**src/rtl/stream_demux_n.sv**
```systemverilog
// Routes one valid/ready input stream to one of N output channels or broadcasts to all,
// with a one-entry register per channel and a saturating counter for out-of-range selects.
module stream_demux_n #(
    parameter int W  = 8,
    parameter int N  = 4,
    parameter int SW = 2,
    parameter int CW = 8
) (
    input  logic            clk,
    input  logic            rst,
    input  logic            in_valid,
    output logic            in_ready,
    input  logic [W-1:0]    in_data,
    input  logic [SW-1:0]   in_sel,
    input  logic            in_bcast,
    output logic [N-1:0]    out_valid,
    input  logic [N-1:0]    out_ready,
    output logic [N*W-1:0]  out_data,
    output logic [CW-1:0]   drop_cnt,
    output logic            busy
);

    // One extra bit so the compare still works when N == 2**SW.
    localparam logic [SW:0] N_EXT = (SW+1)'(N);

    logic [N-1:0]  vld_q, vld_d;
    logic [W-1:0]  dat_q [N];
    logic [W-1:0]  dat_d [N];
    logic [CW-1:0] drop_q, drop_d;
    logic [N-1:0]  free;
    logic [N-1:0]  hit;
    logic          sel_ok;
    logic          sel_free;
    logic          accept;

    generate
        for (genvar gi = 0; gi < N; gi++) begin : g_chan
            assign free[gi] = !vld_q[gi] | out_ready[gi];
            assign hit[gi]  = accept & (in_bcast | (sel_ok & (in_sel == SW'(gi))));
            assign out_data[gi*W +: W] = dat_q[gi];
        end
    endgenerate

    always_comb begin
        sel_ok   = ({1'b0, in_sel} < N_EXT);
        sel_free = 1'b0;
        for (int i = 0; i < N; i++) begin
            if (in_sel == SW'(i)) begin
                sel_free = free[i];
            end
        end
        // No dependence on in_valid, so the producer may wait on in_ready.
        if (in_bcast) begin
            in_ready = &free;
        end else if (sel_ok) begin
            in_ready = sel_free;
        end else begin
            in_ready = 1'b1;
        end
        accept = in_valid & in_ready;
    end

    always_comb begin
        vld_d = vld_q;
        for (int i = 0; i < N; i++) begin
            dat_d[i] = dat_q[i];
            if (hit[i]) begin
                vld_d[i] = 1'b1;
                dat_d[i] = in_data;
            end else if (out_ready[i]) begin
                vld_d[i] = 1'b0;
            end
        end

        drop_d = drop_q;
        if (accept && !in_bcast && !sel_ok && (drop_q != {CW{1'b1}})) begin
            drop_d = drop_q + CW'(1);
        end
    end

    always_ff @(posedge clk) begin
        if (rst) begin
            vld_q  <= '0;
            drop_q <= '0;
            for (int i = 0; i < N; i++) begin
                dat_q[i] <= '0;
            end
        end else begin
            vld_q  <= vld_d;
            drop_q <= drop_d;
            for (int i = 0; i < N; i++) begin
                dat_q[i] <= dat_d[i];
            end
        end
    end

    assign out_valid = vld_q;
    assign drop_cnt  = drop_q;
    assign busy      = |vld_q;

endmodule

```
**config.mk**
```make
export PLATFORM = sky130hd
export DESIGN_NAME = stream_demux_n
export DESIGN_NICKNAME = d
export VERILOG_FILES = /design/src/rtl/stream_demux_n.sv
export SDC_FILE = /design/constraint.sdc
export NUM_CORES = 1
export LEC_CHECK = 0
export CORE_MARGIN = 2
export CORE_UTILIZATION = 40
export CTS_BUF_LIST = sky130_fd_sc_hd__clkbuf_16
export DETAILED_ROUTE_END_ITERATION = 7
export GPL_TIMING_DRIVEN = 0
export PLACE_DENSITY = 0.82
export SKIP_CTS_REPAIR_TIMING = 1
export SYNTH_ARGS = -nofsm -noshare
export SYNTH_HDL_FRONTEND = slang
export SYNTH_SLANG_ARGS = --single-unit
```
**constraint.sdc**
```tcl
create_clock -name clk -period 3.9 [get_ports clk]
set_input_delay 0.78 -clock clk [delete_from_list [all_inputs] [get_ports clk]]
set_output_delay 0.78 -clock clk [all_outputs]
set_load 0.05 [all_outputs]
```
---- Word level (Yosys, flattened, before mapping) ----
Memory sizes are Yosys's and may differ from the RTL's.
Cells that the tools add are included.
word-level totals
  flip-flop bits (word level) ............. 4
  RAM bits ................................ 32
  input bits .............................. 18
  output and inout bits ................... 46
  logic and storage cells ................. 60
  memories ................................ 1
cells by class
  equal/unequal tests ..................... 3
  multiplexer cells ....................... 24
  bitwise operators ....................... 17
  reduce and logical (&&, ||, !) cells .... 11
memories
  memory  words  width  rd ports  clocked after Yosys merged registers in  wr ports  RTL line  source
  dat_q   4      8      4         0                                        4         27        logic [W-1:0] dat_q [N];
operators by type and width
  cell                number
  $mux 8              8
  $mux 1              16
  $or 1x1->1          12
  $reduce_bool 2->1   4
  $and 1x1->1         5
  $eq 2x2->1 const B  2
  $logic_not 1->1     4
  $reduce_and 4->1    1
  $reduce_or 4->1     1
  $eq 2x1->1 const B  1
  $logic_not 2->1     1

---- Logic depth before layout (Yosys ltp) ----
Gate-level depths: netlist of run 1.
  word-level depth ........................ 11
  depth in mapped cells ................... 6
  mapped depth without buffers ............ 5

---- Worst setup path after synthesis of run 1 ----
Ideal clock, no wire load.
  path kind ............................... in2out
  start ................................... input port in_bcast
  end ..................................... output port in_ready
  arrival time ............................ 1.923 ns
  required time ........................... 3.120 ns
  setup slack ............................. 1.197 ns
  cell stages on the path ................. 4
  path through ............................ o21ba_4 nor2b_1 or3_4 and2b_1
on the way
  cells in the longest elaborated chain, start to end .. 1
ends and longest elaborated chain
  item                RTL line  source
  start: declaration  15        input logic in_bcast,
  $mux 1              53        if (in_bcast) begin
  end: declaration    12        output logic in_ready,
Every way passes these cells.

---- Worst setup path after layout of run 1 ----
  start ................................... input port in_sel[1]
  end ..................................... output port in_ready
on the way
  cells in the longest elaborated chain, start to end .. 6
  elaborated cells on any way between the ends .. 9
  those cells by class .................... eq/ne: 3; mux: 5; reduce/logical: 1
ends and longest elaborated chain
  item                 RTL line  source
  start: declaration   14        input logic [SW-1:0] in_sel,
  $logic_not 2->1      48        if (in_sel == SW'(i)) begin
  $mux 1 (3 in a row)  48
  $mux 1 *             48
  $mux 1 *             53
Every way passes the cells marked *; elsewhere a longest branch is shown, timed or not.

==> results.sh, run 1 <==
export IMPL_slew_viol_final=0
export IMPL_grt_pass1_wl_mm=6.141
export IMPL_root_buffer="clkbuf_16"
export IMPL_cts_made_buffers=5
export IMPL_n_antenna_cell=0
export IMPL_synth_top_family_by_area="simple AND/OR/NAND/NOR gates"
export IMPL_dieArea_um2=4483
export IMPL_gp_congestion=0.7562
export IMPL_syn_area_um2=1585
export IMPL_finalClockSkew_ps=6.033
export IMPL_worst_pin_slew_ps=846.8
export IMPL_cts_sinks=36
export IMPL_drt_wirelength_per_cell_um=13.70
export IMPL_startpoint_type="input port"
export IMPL_worst_path_max_delay_cell="clkdlybuf4s50_1"
export IMPL_timing_rr_start="out_valid[0]"
export IMPL_grt_antenna_before_repair=0
export IMPL_postPlaceCellArea_um2=2222
export IMPL_grt_pass1_vias=1309
export IMPL_power_leakage_uw=0.0009471
export IMPL_start_util_pct=42.35
export IMPL_final_instance_count_excl_fill=284
export IMPL_outcome="finished clean"
export IMPL_io_pins=64
export IMPL_grt_max_degree=11
export IMPL_synth_xor_area_share_pct=0
export IMPL_grt_usage_pct=18.85
export IMPL_grt_setup_unrepaired="false"
export IMPL_chipHeight_um=66.96
export IMPL_rows=22
export IMPL_layout_commonest_cell="clkdlybuf4s50_1"
export IMPL_ys_warn_count=0
export IMPL_layout_common_cells="clkdlybuf4s50_1, dfxtp_1, nand2b_1"
export IMPL_ys_seq_area_share_pct=45.46
export IMPL_drt_iter0_markers=45
export IMPL_finalWirelength_mm=3.892
export IMPL_cp_endpoint="in_ready"
export IMPL_dp_hpwl_mm=2.875
export IMPL_crit_start="in_sel[1]"
export IMPL_drv_cap=0
export IMPL_ant_nets=0
export IMPL_cp_common_cell="clkdlybuf4s50_1"
export IMPL_arrival_ps=3010
export IMPL_cp_depth=6
export IMPL_powerDensity_nw_per_um2=448.5
export IMPL_critPathCaptureType="output pin"
export IMPL_synth_compound_area_share_pct=8.919
export IMPL_dr_pass1_iters=4
export IMPL_drc=0
export IMPL_final_area_um2=2359
export IMPL_cp_buffers_inverters=2
export IMPL_cts_tree="built"
export IMPL_core_area_um2=3744
export IMPL_viasPerCell=4.771
export IMPL_cts_htree_levels=2
export IMPL_num_vias=1355
export IMPL_overflow=0
export IMPL_synth_distinct_cells=26
export IMPL_synthToLayoutAreaGrowth_pct=48.78
export IMPL_synthMuxAreaShare_pct=15.15
export IMPL_numPortBuffers=55
export IMPL_drive_above_1_share_pct=8.051
export IMPL_ys_seq_elements=36
export IMPL_r2r_slack_ps=2020
export IMPL_final_nets=253
export IMPL_syn_avg_cell_area_um2=9.550
export IMPL_holdCritPathClass="flip-flop to flip-flop"
export IMPL_slew_headroom_pct=43.08
export IMPL_worstPathMaxFanout=4
export IMPL_synth_simple_gate_area_share_pct=23.28
export IMPL_cts_path_max_buffers=2
export IMPL_critical_path_class="input port to output pin"
export IMPL_clk_insertion_delay_late_ps=270
export IMPL_min_period_ps=3794
export IMPL_critPathRequiredTime_ps=3120
export IMPL_chipWidth_um=66.96
export IMPL_reg2reg_depth=6
export IMPL_synthAdderAreaFrac_pct=0
export IMPL_setup_tns_ps=0
export IMPL_syn_inst=166
export IMPL_dp_cells=276
export IMPL_clk_pin_slew_ps=50
export IMPL_crit_chain="clkdlybuf4s50_1, nand2b_1, a21oi_1, or3_4, and2b_1, clkdlybuf4s50_1"
export IMPL_fmax_mhz=263.6
export IMPL_cp_slowest_stage_delay_ps=790
export IMPL_hold_viol=0
export IMPL_critPathTopFamily="buffers and inverters"
export IMPL_setup_viol=0
export IMPL_timing_final_crit_share_pct=97.27
export IMPL_vdd_drop_max_mv=0.2950
export IMPL_r2r_end="dat_q[3][2]"
state kept, by name, indices dropped and copies added, names as in the netlist:
| register | count |
|---|---|
| dat_q | 32 |
| out_valid | 4 |
power by group:
group | internal (uW) | switching (uW)
sequential | 393 | 13.7
clock | 229 | 135
combinational | 106 | 181
total | 728 | 330
worst min-delay path by stage:
stage,cells past startpoint,to,start
global placement,2,dat_q[1][0],dat_q[1][0]
floorplan,2,dat_q[1][0],dat_q[1][0]
detailed placement,2,dat_q[1][2],dat_q[1][2]
global route,2,dat_q[1][2],dat_q[1][2]
CTS,2,dat_q[3][6],dat_q[3][6]
finish,2,dat_q[1][4],dat_q[1][4]
synthesized netlist by cell type:
master	count	area share, %
and2_1	2	0.79
nand2b_1	28	11
buf_2	1	0.32
nor2b_1	3	1.2
mux2i_1	24	15
clkbuf_1	7	1.7
nor4_2	1	0.79
buf_4	8	3.8
dfxtp_1	36	45
nor4_1	1	0.39
nor2_1	10	2.4
o21ai_0	8	2.5
buf_6	1	0.71
o211ai_1	1	0.47
and2b_1	1	0.47
inv_1	2	0.47
o21ba_4	1	1.0
or3_4	1	0.71
nor3_4	1	1.0
a21oi_1	14	4.4
o21bai_1	1	0.47
nand3_1	8	2.5
or4_1	2	0.95
conb_1	1	0.24
or3_1	2	0.79
nand2_1	1	0.24
metal layers:
layer,wire [um],track usage (%),up-vias
li1,-,-,684
met1,1663,22.27,613
met2,1896,31.87,52
met3,271,5.743,6
met4,61,7.143,0
met5,0,0,-
final cells by class:
cell class,count,area (um^2)
Clock buffer,5,125.1
Sequential cell,36,720.7
Inverter,2,7.507
Clock inverter,3,11.26
Timing Repair Buffer,55,550.5
Multi-Input combinational cell,118,780.7
Fill cell,344,1385
Buffer,17,102.6
Tap cell,48,60.06
through the flow:
step	util, %	setup WS (ps)	total power [uW]	hold WS (ps)
floorplan	-	1197	607.4	692.9
global placement	59.36	131.8	696.9	462.2
detailed placement	59.36	115.4	701.0	462.7
CTS	63.00	109.8	1069	474.6
global route	63.00	41.38	1104	492.6
finish	63.00	106.4	1058	473.1
kinds of logic after synthesis:
logic type / count (synthesis)
buffers and inverters: 19
AO/OA/AOI/OAI: 25
other: 1
AND/OR/NAND/NOR: 61
multiplexers: 24
flip-flops: 36
worst reg2reg max path, stage by stage, from the launching register on:
cell and delay (ps):
dfxtp_1 320, nor2b_1 180, nor2b_1 160, or3_4 410, or3_1 400, buf_6 170
mux2i_1 120
Power figures use the tool's default switching activity.
==> inputs of run 2 (changes only) <==
- SLEW_MARGIN: unset -> 40
==> run 2 against run 1 <==
Sequential share of layout area is 0.11 points lower; sequential power hardly changed; clock skew is 0.73 ps higher; critical path type unchanged; hold slack hardly changed; highest routed layer unchanged; maximum frequency is 0.69% lower; worst setup slack worse by 26 ps; global-route usage stayed put; critical path depth stayed put; die area stayed put.
==> results.sh, run 2 (synthesized netlist as in run 1, its figures left out) <==
export IMPL_cts_htree_levels=2
export IMPL_chipHeight_um=66.96
export IMPL_drive_above_1_share_pct=8.051
export IMPL_clk_pin_slew_ps=50
export IMPL_startpoint_type="input port"
export IMPL_use_met1_pct=22.27
export IMPL_viasPerCell=4.754
export IMPL_drt_iter0_markers=46
export IMPL_root_buffer="clkbuf_16"
export IMPL_cts_tree="built"
export IMPL_rows=22
export IMPL_slew_viol_final=0
export IMPL_min_period_ps=3820
export IMPL_holdCritPathClass="flip-flop to flip-flop"
export IMPL_finalClockSkew_ps=6.766
export IMPL_drc=0
export IMPL_timing_final_crit_share_pct=97.94
export IMPL_drv_cap=0
export IMPL_grt_usage_pct=18.85
export IMPL_largest_reg_flops=32
export IMPL_powerDensity_nw_per_um2=448.0
export IMPL_grt_use_met3_pct=5.743
export IMPL_n_antenna_cell=0
export IMPL_crit_chain="clkdlybuf4s50_1, nand2b_1, a21oi_1, or3_4, and2b_1, clkdlybuf4s50_1"
export IMPL_cts_made_buffers=5
export IMPL_cp_buffers_inverters=2
export IMPL_ant_nets=0
export IMPL_layout_common_cells="clkdlybuf4s50_1, dfxtp_1, nand2b_1"
export IMPL_finalWirelength_mm=3.892
export IMPL_critical_path_class="input port to output pin"
export IMPL_gp_congestion=0.7562
export IMPL_setup_tns_ps=0
export IMPL_n_fill_cell=344
export IMPL_dr_pass1_iters=4
export IMPL_worstPathMaxFanout=4
export IMPL_hold_viol=0
export IMPL_critPathRequiredTime_ps=3120
export IMPL_power_uw=1060
export IMPL_chipWidth_um=66.96
export IMPL_io_pins=64
export IMPL_layout_commonest_cell="clkdlybuf4s50_1"
export IMPL_setup_viol=0
export IMPL_core_area_um2=3744
export IMPL_grt_antenna_before_repair=0
export IMPL_r2r_slack_ps=2000
export IMPL_grt_pass1_vias=1309
export IMPL_cp_slowest_stage_delay_ps=790
export IMPL_grt_max_degree=11
export IMPL_cp_common_cell="clkdlybuf4s50_1"
export IMPL_numPortBuffers=55
export IMPL_dieArea_um2=4483
export IMPL_vdd_drop_max_mv=0.2949
export IMPL_power_leakage_uw=0.0009503
export IMPL_fmax_mhz=261.8
export IMPL_overflow=0
export IMPL_clk_insertion_delay_late_ps=280
export IMPL_worst_pin_slew_ps=546.1
export IMPL_grt_setup_unrepaired="false"
export IMPL_cts_sinks=36
export IMPL_grt_pass1_wl_mm=6.141
export IMPL_use_met2_pct=31.87
export IMPL_critPathCaptureType="output pin"
export IMPL_slew_headroom_pct=63.32
export IMPL_drt_wirelength_per_cell_um=13.70
export IMPL_num_vias=1350
export IMPL_worst_path_max_delay_cell="clkdlybuf4s50_1"
export IMPL_cts_path_max_buffers=2
export IMPL_top_register="dat_q"
export IMPL_outcome="finished clean"
export IMPL_arrival_ps=3040
export IMPL_critPathTopFamily="buffers and inverters"
export IMPL_final_nets=253
export IMPL_start_util_pct=42.35
export IMPL_grt_busiest_layer="met2"
export IMPL_synthToLayoutAreaGrowth_pct=49.33
export IMPL_dp_hpwl_mm=2.875
-- run 2: tightest hold or removal path, cell delays in order, from the launching register on --
cell and delay (ps):
dfxtp_1 310, nand2b_1 60, mux2i_1 50
-- run 2: area by class of cell --
| cell class | instances | area, um^2 | area share [%] |
|---|---|---|---|
| clock buffers | 5 | 125.1 | 5.285 |
| well taps | 48 | 60.06 | 2.537 |
| inverters | 2 | 7.507 | 0.3171 |
| clock inverters | 3 | 11.26 | 0.4757 |
| multi-input cells | 118 | 789.5 | 33.35 |
| flip-flops and latches | 36 | 720.7 | 30.44 |
| repair buffers | 55 | 550.5 | 23.26 |
| plain buffers | 17 | 102.6 | 4.334 |
-- run 2: stage by stage --
step / cells / utilization (%) / setup slack, ps / hold WS [ps] / cell area (um^2)
3_3_place_gp: 276 / 59.36 / 131.8 / 462.2 / 2222
5_1_grt: 284 / 63.24 / 13.15 / 492.6 / 2367
4_1_cts: 284 / 63.00 / 109.8 / 474.6 / 2359
3_5_place_dp: 276 / 59.36 / 115.4 / 462.7 / 2222
2_1_floorplan: 173 / - / 1197 / 692.9 / 1612
6_report: 284 / 63.24 / 80.23 / 473.1 / 2367
-- run 2: power breakdown --
group	switching [uW]	total, uW	leakage [uW]	internal (uW)
Sequential	13.6	407	0.000295	393
Clock	136	365	0.0000738	229
Combinational	182	288	0.000582	107
Total	332	1060	0.000950	729
-- run 2: worst paths after layout --
path	startpoint	to	cells past startpoint
min reg2reg	dat_q[1][4]	dat_q[1][4]	2
max reg2reg	out_valid[0]	dat_q[3][2]	6
max	in_sel[1]	in_ready	6
min	dat_q[1][4]	dat_q[1][4]	2
-- run 2: layer usage --
layer,up-vias,wire (um)
li1,686,-
met1,609,1649
met2,49,1898
met3,6,264
met4,0,80
met5,-,0
